## config.mk

```make
export PLATFORM = sky130hd
export DESIGN_NAME = instr_fetch_unit
export DESIGN_NICKNAME = d
export VERILOG_FILES = /design/src/rtl/instr_fetch_unit.sv
export SDC_FILE = /design/constraint.sdc
export NUM_CORES = 1
export LEC_CHECK = 0
export CAP_MARGIN = 0
export CORE_MARGIN = 3
export CORE_UTILIZATION = 25
export DETAILED_ROUTE_END_ITERATION = 16
export HOLD_SLACK_MARGIN = 0.06
export PLACE_DENSITY_LB_ADDON = 0.12
export SLEW_MARGIN = 5
export SYNTH_ARGS = -nofsm -noshare
export SYNTH_HDL_FRONTEND = slang
export SYNTH_HIERARCHICAL = 1
export SYNTH_SLANG_ARGS = --single-unit
```

## constraint.sdc

```tcl
create_clock -name clk -period 5.45 [get_ports clk]
set_input_delay 1.635 -clock clk [delete_from_list [all_inputs] [get_ports clk]]
set_output_delay 1.635 -clock clk [all_outputs]
set_load 0.05 [all_outputs]
```

## src/rtl/instr_fetch_unit.sv

```systemverilog
// Instruction fetch unit: sequential PC into a combinational ROM, with a small in-order buffer toward decode.
// Fetched word is visible at out_* one cycle later; with out_ready low the head holds and fetch stalls once the buffer is full.

module ifu_fifo #(
  parameter int W     = 64,
  parameter int DEPTH = 2
) (
  input  logic         clk,
  input  logic         rst_n,
  input  logic         flush,
  input  logic         push,
  input  logic [W-1:0] push_dat,
  input  logic         pop,
  output logic [W-1:0] head_dat,
  output logic         empty,
  output logic         full
);
  localparam int AW = $clog2(DEPTH);

  logic [W-1:0]  mem [DEPTH];
  logic [AW-1:0] wr_ptr;
  logic [AW-1:0] rd_ptr;
  logic [AW:0]   count;

  assign empty    = (count == '0);
  assign full     = (count == (AW+1)'(DEPTH));
  assign head_dat = mem[rd_ptr];

  always_ff @(posedge clk) begin
    if (push) begin
      mem[wr_ptr] <= push_dat;
    end
  end

  // DEPTH is a power of two, so the pointers wrap naturally.
  always_ff @(posedge clk or negedge rst_n) begin
    if (!rst_n) begin
      wr_ptr <= '0;
      rd_ptr <= '0;
      count  <= '0;
    end else if (flush) begin
      wr_ptr <= '0;
      rd_ptr <= '0;
      count  <= '0;
    end else begin
      if (push) begin
        wr_ptr <= wr_ptr + 1'b1;
      end
      if (pop) begin
        rd_ptr <= rd_ptr + 1'b1;
      end
      count <= count + (AW+1)'(push) - (AW+1)'(pop);
    end
  end
endmodule

module instr_fetch_unit #(
  parameter logic [31:0] RESET_PC  = 32'h0000_0000,
  parameter int          BUF_DEPTH = 2
) (
  input  logic        clk,
  input  logic        rst_n,
  input  logic        fetch_en,
  output logic [31:0] imem_addr,
  input  logic [31:0] imem_data,
  input  logic        redirect_valid,
  input  logic [31:0] redirect_pc,
  output logic        out_valid,
  output logic [31:0] out_instr,
  output logic [31:0] out_pc,
  input  logic        out_ready,
  output logic [31:0] fetch_cnt
);
  typedef enum logic {IDLE, RUN} state_t;

  typedef struct packed {
    logic [31:0] pc;
    logic [31:0] instr;
  } ent_t;

  state_t      state_q;
  state_t      state_d;
  logic [31:0] pc_q;
  logic        push;
  logic        pop;
  logic        buf_empty;
  logic        buf_full;
  ent_t        push_ent;
  ent_t        head_ent;
  logic        unused_pc_lsb;

  assign unused_pc_lsb = ^redirect_pc[1:0];

  assign imem_addr = pc_q;
  assign out_valid = !buf_empty;
  assign pop       = out_valid && out_ready;
  assign out_pc    = head_ent.pc;
  assign out_instr = head_ent.instr;

  always_ff @(posedge clk or negedge rst_n) begin
    if (!rst_n) begin
      state_q <= IDLE;
    end else begin
      state_q <= state_d;
    end
  end

  // A full buffer still accepts a push when the head leaves in the same cycle.
  always_comb begin
    state_d = state_q;
    push    = 1'b0;
    case (state_q)
      IDLE: begin
        if (fetch_en) begin
          state_d = RUN;
        end
      end
      RUN: begin
        push = fetch_en && !redirect_valid && (!buf_full || pop);
        if (!fetch_en) begin
          state_d = IDLE;
        end
      end
      default: state_d = IDLE;
    endcase
  end

  always_comb begin
    push_ent       = '0;
    push_ent.pc    = pc_q;
    push_ent.instr = imem_data;
  end

  always_ff @(posedge clk or negedge rst_n) begin
    if (!rst_n) begin
      pc_q      <= {RESET_PC[31:2], 2'b00};
      fetch_cnt <= '0;
    end else begin
      if (redirect_valid) begin
        pc_q <= {redirect_pc[31:2], 2'b00};
      end else if (push) begin
        pc_q <= pc_q + 32'd4;
      end
      if (push) begin
        fetch_cnt <= fetch_cnt + 32'd1;
      end
    end
  end

  // Redirect flushes the buffer; a pop in the same cycle is still treated as accepted downstream.
  ifu_fifo #(
    .W     ($bits(ent_t)),
    .DEPTH (BUF_DEPTH)
  ) u_buf (
    .clk      (clk),
    .rst_n    (rst_n),
    .flush    (redirect_valid),
    .push     (push),
    .push_dat (push_ent),
    .pop      (pop),
    .head_dat (head_ent),
    .empty    (buf_empty),
    .full     (buf_full)
  );
endmodule

```

==> results.json <==
{
  "result_of_the_run": "finished, final reports clean",
  "synthesis.area_per_instance_um2": 15.2,
  "setup_viol": 0,
  "worst_r2r_endpoint": "u_buf/mem[0][37]$_DFFE_PP_",
  "power.density_cell_area_mw_per_mm2": 376,
  "setup.worst_path.end_class": "output pin",
  "reg2reg_slack_ps": 2600,
  "synth-simple-area-share": 0.107,
  "vias": 5363,
  "row_count": 66,
  "total_clock_buffers_created_by_cts": 17,
  "min_delay_worst_endpoint": "fetch_cnt[31]$_DFFE_PN0P_",
  "yosysWarningCount": 6,
  "ys_types": 52,
  "clock-sinks": 195,
  "clk_pin_slew_worst_paths_ps": 80,
  "seq_area_frac_synth": 0.663,
  "drt_pre_antenna_iters": 5,
  "met2_usage": 0.208,
  "timing.final.max_slew_violations": 0,
  "cts_buffer_depth": 2,
  "detailed_placer_s_ending_hpwl_mm": 15.3,
  "cts-hold-fix-buffers": 0,
  "max-cap-violations": 0,
  "yosys-mux-area-fraction": 0.112,
  "r2r-start": "u_buf/count[1]$_DFF_PN0_",
  "place_inst": 1175,
  "fmax_mhz": 224,
  "layout.cells.non_filler": 1208,
  "grt_start_max_net_pins": 65,
  "holdCritStartpoint": "fetch_cnt[31]$_DFFE_PN0P_",
  "io-pin-count": 198,
  "rsz0062_at_grt": "no",
  "worstMarginPinSlew_ps": 1030,
  "antenna_left": 0,
  "met1_usage_grt": 0.159,
  "drc_errors": 0,
  "cts_resized": 0,
  "critPathRequiredTime_ps": 3820,
  "yosys.area_share.xor_xnor": 0.0385,
  "timing.reg2reg.worst_path_depth": 7,
  "ys_ff_latch": 195,
  "worst_endpoint_data_arrival_time_ps": 2830,
  "first_iter_violations": 293,
  "crit_path_max_fanout": 39,
  "fp.dieArea_mm2": 0.0355,
  "timing.final.ws_setup_ps": 987,
  "post-place-ws_ps": 969,
  "ys_async_sr_fraction": 0.344,
  "fin_nets": 825,
  "grtUsageMet3": 0.0460,
  "holdPathStages": 1,
  "synthCells": 548,
  "leakagePower_nw": 4.12,
  "place_congestion": 0.765,
  "skew_ps": 10.3,
  "die_h_um": 188,
  "fill_cells": 3220,
  "synthesis.area_mm2": 0.00833,
  "grt_pass1_vias": 5642,
  "gr-usage-all-layers": 0.126,
  "vdd_ir_drop_max_v": 0.000221,
  "drt_total_wl_mm": 22.4,
  "synth_compound_gate_area_share": 0.0517,
  "timing.max_slew.rel_slack": 0.311,
  "routedWlPerCell_um": 18.5,
  "initial_utilization": 0.255,
  "cts_root_buf": "sky130_fd_sc_hd__clkbuf_16",
  "syn2layout_area_growth_pct": 36.3,
  "criticalPathCategory": "reg2out",
  "viasPerCell": 4.44,
  "synth_enable_flop_cells": 128,
  "core_mm2": 0.0327,
  "final_common_cell": "sky130_fd_sc_hd__clkdlybuf4s50_1",
  "final_util": 0.347,
  "synth_adder_area_share": 0.00601,
  "worst_skew_pair.late_latency_ps": 440,
  "antenna_found_initial": 4,
  "total_power_mw": 4.27,
  "grt_overflow": 0,
  "drive_gt1_frac": 0.157,
  "grt_first_pass_wirelength_mm": 34.2,
  "cp-start-kind": "register",
  "postCtsSetupBuffers": 0,
  "io_buffer_count": 193,
  "layout_common_cells": "192 x sky130_fd_sc_hd__clkdlybuf4s50_1, 128 x sky130_fd_sc_hd__edfxtp_1, 66 x sky130_fd_sc_hd__dfrtp_1",
  "timing.setup.tns_ps": 0,
  "busiest_layer": "met2",
  "main_combinational_cell_family_by_area_after_synthesis": "multiplexers",
  "die_w_um": 188,
  "htree_levels": 4,
  "synth_top_flop_cell": "sky130_fd_sc_hd__edfxtp_1",
  "final_min_period_over_clock_period": 0.819,
  "hold_class": "reg2reg",
  "timing_hold_violations_final": 0,
  "shortest_period_the_worst_path_allows_ps": 4460,
  "tritoncts": "yes"
}
==> metrics by stage <==
| stage | hold WS [ps] | instance area [um2] |
|---|---|---|
| finish | 486 | 11300 |
| global placement | 472 | 10800 |
| global route | 510 | 11300 |
| floorplan | 533 | 8350 |
| detailed placement | 475 | 10800 |
| CTS | 494 | 11300 |
==> worst max-delay path, cell delays in order, from the launching register on <==
cell                              delay, ps
sky130_fd_sc_hd__dfrtp_4                880
sky130_fd_sc_hd__buf_4                  390
sky130_fd_sc_hd__mux2_2                 360
sky130_fd_sc_hd__clkdlybuf4s50_1        720
==> sequential cells by signal, indices dropped and copies added, names as in the netlist <==
name and cells:
imem_addr 30, u_buf/wr_ptr 1, u_buf/rd_ptr 1, fetch_cnt 32, u_buf/mem 128, u_buf/count 2
state_q 1
==> logic make-up after synthesis <==
| group | after synthesis |
|---|---|
| other | 1 |
| DFF | 195 |
| and+or+nand+nor | 160 |
| AOI/OAI and AO/OA | 58 |
| buffers and inverters | 29 |
| muxes | 66 |
| xor gates and xnor gates | 35 |
| adders and majority gates | 4 |
==> layer usage <==
metal  wire length (um)  part of all wire
met2              10700              0.48
met3               1620             0.072
met5                 47            0.0021
met1               9730              0.44
met4                266             0.012
==> layout make-up <==
cell class	instances	area, um2	area share
diodes	1	2.50	0.000221
repair buffers	199	1980	0.175
clock buffers	18	429	0.0378
clock inverters	14	161	0.0142
multi-input cells	329	2650	0.234
inverters	10	37.5	0.00331
well taps	442	553	0.0487
flip-flops and latches	195	5520	0.487
==> cells in the mapped netlist, types with 2 or more instances <==
master,n,area share
sky130_fd_sc_hd__and2_1,2,0.0015
sky130_fd_sc_hd__and4_1,5,0.0053
sky130_fd_sc_hd__a31o_2,3,0.0032
sky130_fd_sc_hd__nand4_1,19,0.014
sky130_fd_sc_hd__dfrtp_1,67,0.20
sky130_fd_sc_hd__buf_6,8,0.011
sky130_fd_sc_hd__edfxtp_1,128,0.46
sky130_fd_sc_hd__o21ai_0,16,0.0096
sky130_fd_sc_hd__mux2_2,14,0.019
sky130_fd_sc_hd__xnor2_1,26,0.027
sky130_fd_sc_hd__a21o_1,2,0.0018
sky130_fd_sc_hd__or4_1,3,0.0027
sky130_fd_sc_hd__o311ai_0,11,0.012
sky130_fd_sc_hd__buf_4,2,0.0018
sky130_fd_sc_hd__clkbuf_1,5,0.0023
sky130_fd_sc_hd__ha_1,4,0.0060
sky130_fd_sc_hd__mux2_4,50,0.090
sky130_fd_sc_hd__mux2i_1,2,0.0024
sky130_fd_sc_hd__a21oi_1,2,0.0012
sky130_fd_sc_hd__o211ai_1,11,0.0099
sky130_fd_sc_hd__nor3_1,11,0.0066
sky130_fd_sc_hd__nand2_1,55,0.025
sky130_fd_sc_hd__nor2b_1,3,0.0023
sky130_fd_sc_hd__nor2_1,17,0.0077
sky130_fd_sc_hd__xor2_1,8,0.0084
sky130_fd_sc_hd__nor4_4,2,0.0051
sky130_fd_sc_hd__and3_1,5,0.0038
sky130_fd_sc_hd__a221o_1,3,0.0036
sky130_fd_sc_hd__inv_1,9,0.0041
sky130_fd_sc_hd__nand3_1,24,0.014
sky130_fd_sc_hd__nand2b_1,2,0.0015
sky130_fd_sc_hd__nand3_2,2,0.0024
sky130_fd_sc_hd__a31oi_1,5,0.0038
sky130_fd_sc_hd__buf_2,4,0.0024
==> report_power, final <==
| group | internal [mW] | switching (mW) |
|---|---|---|
| Combinational | 0.479 | 0.727 |
| Clock | 0.619 | 0.634 |
| Sequential | 1.67 | 0.138 |
==> worst max-delay path by stage <==
stage	startpoint	to
after detailed placement	fetch_en	u_buf/mem[0][38]$_DFFE_PP_
after global placement	fetch_en	u_buf/mem[0][23]$_DFFE_PP_
after floorplan	redirect_valid	u_buf/mem[0][0]$_DFFE_PP_
after global routing	u_buf/rd_ptr$_DFFE_PN0P_	out_instr[18]
final	u_buf/rd_ptr$_DFFE_PN0P_	out_pc[16]
after CTS	u_buf/rd_ptr$_DFFE_PN0P_	out_pc[5]
Power figures use the tool's default switching activity.
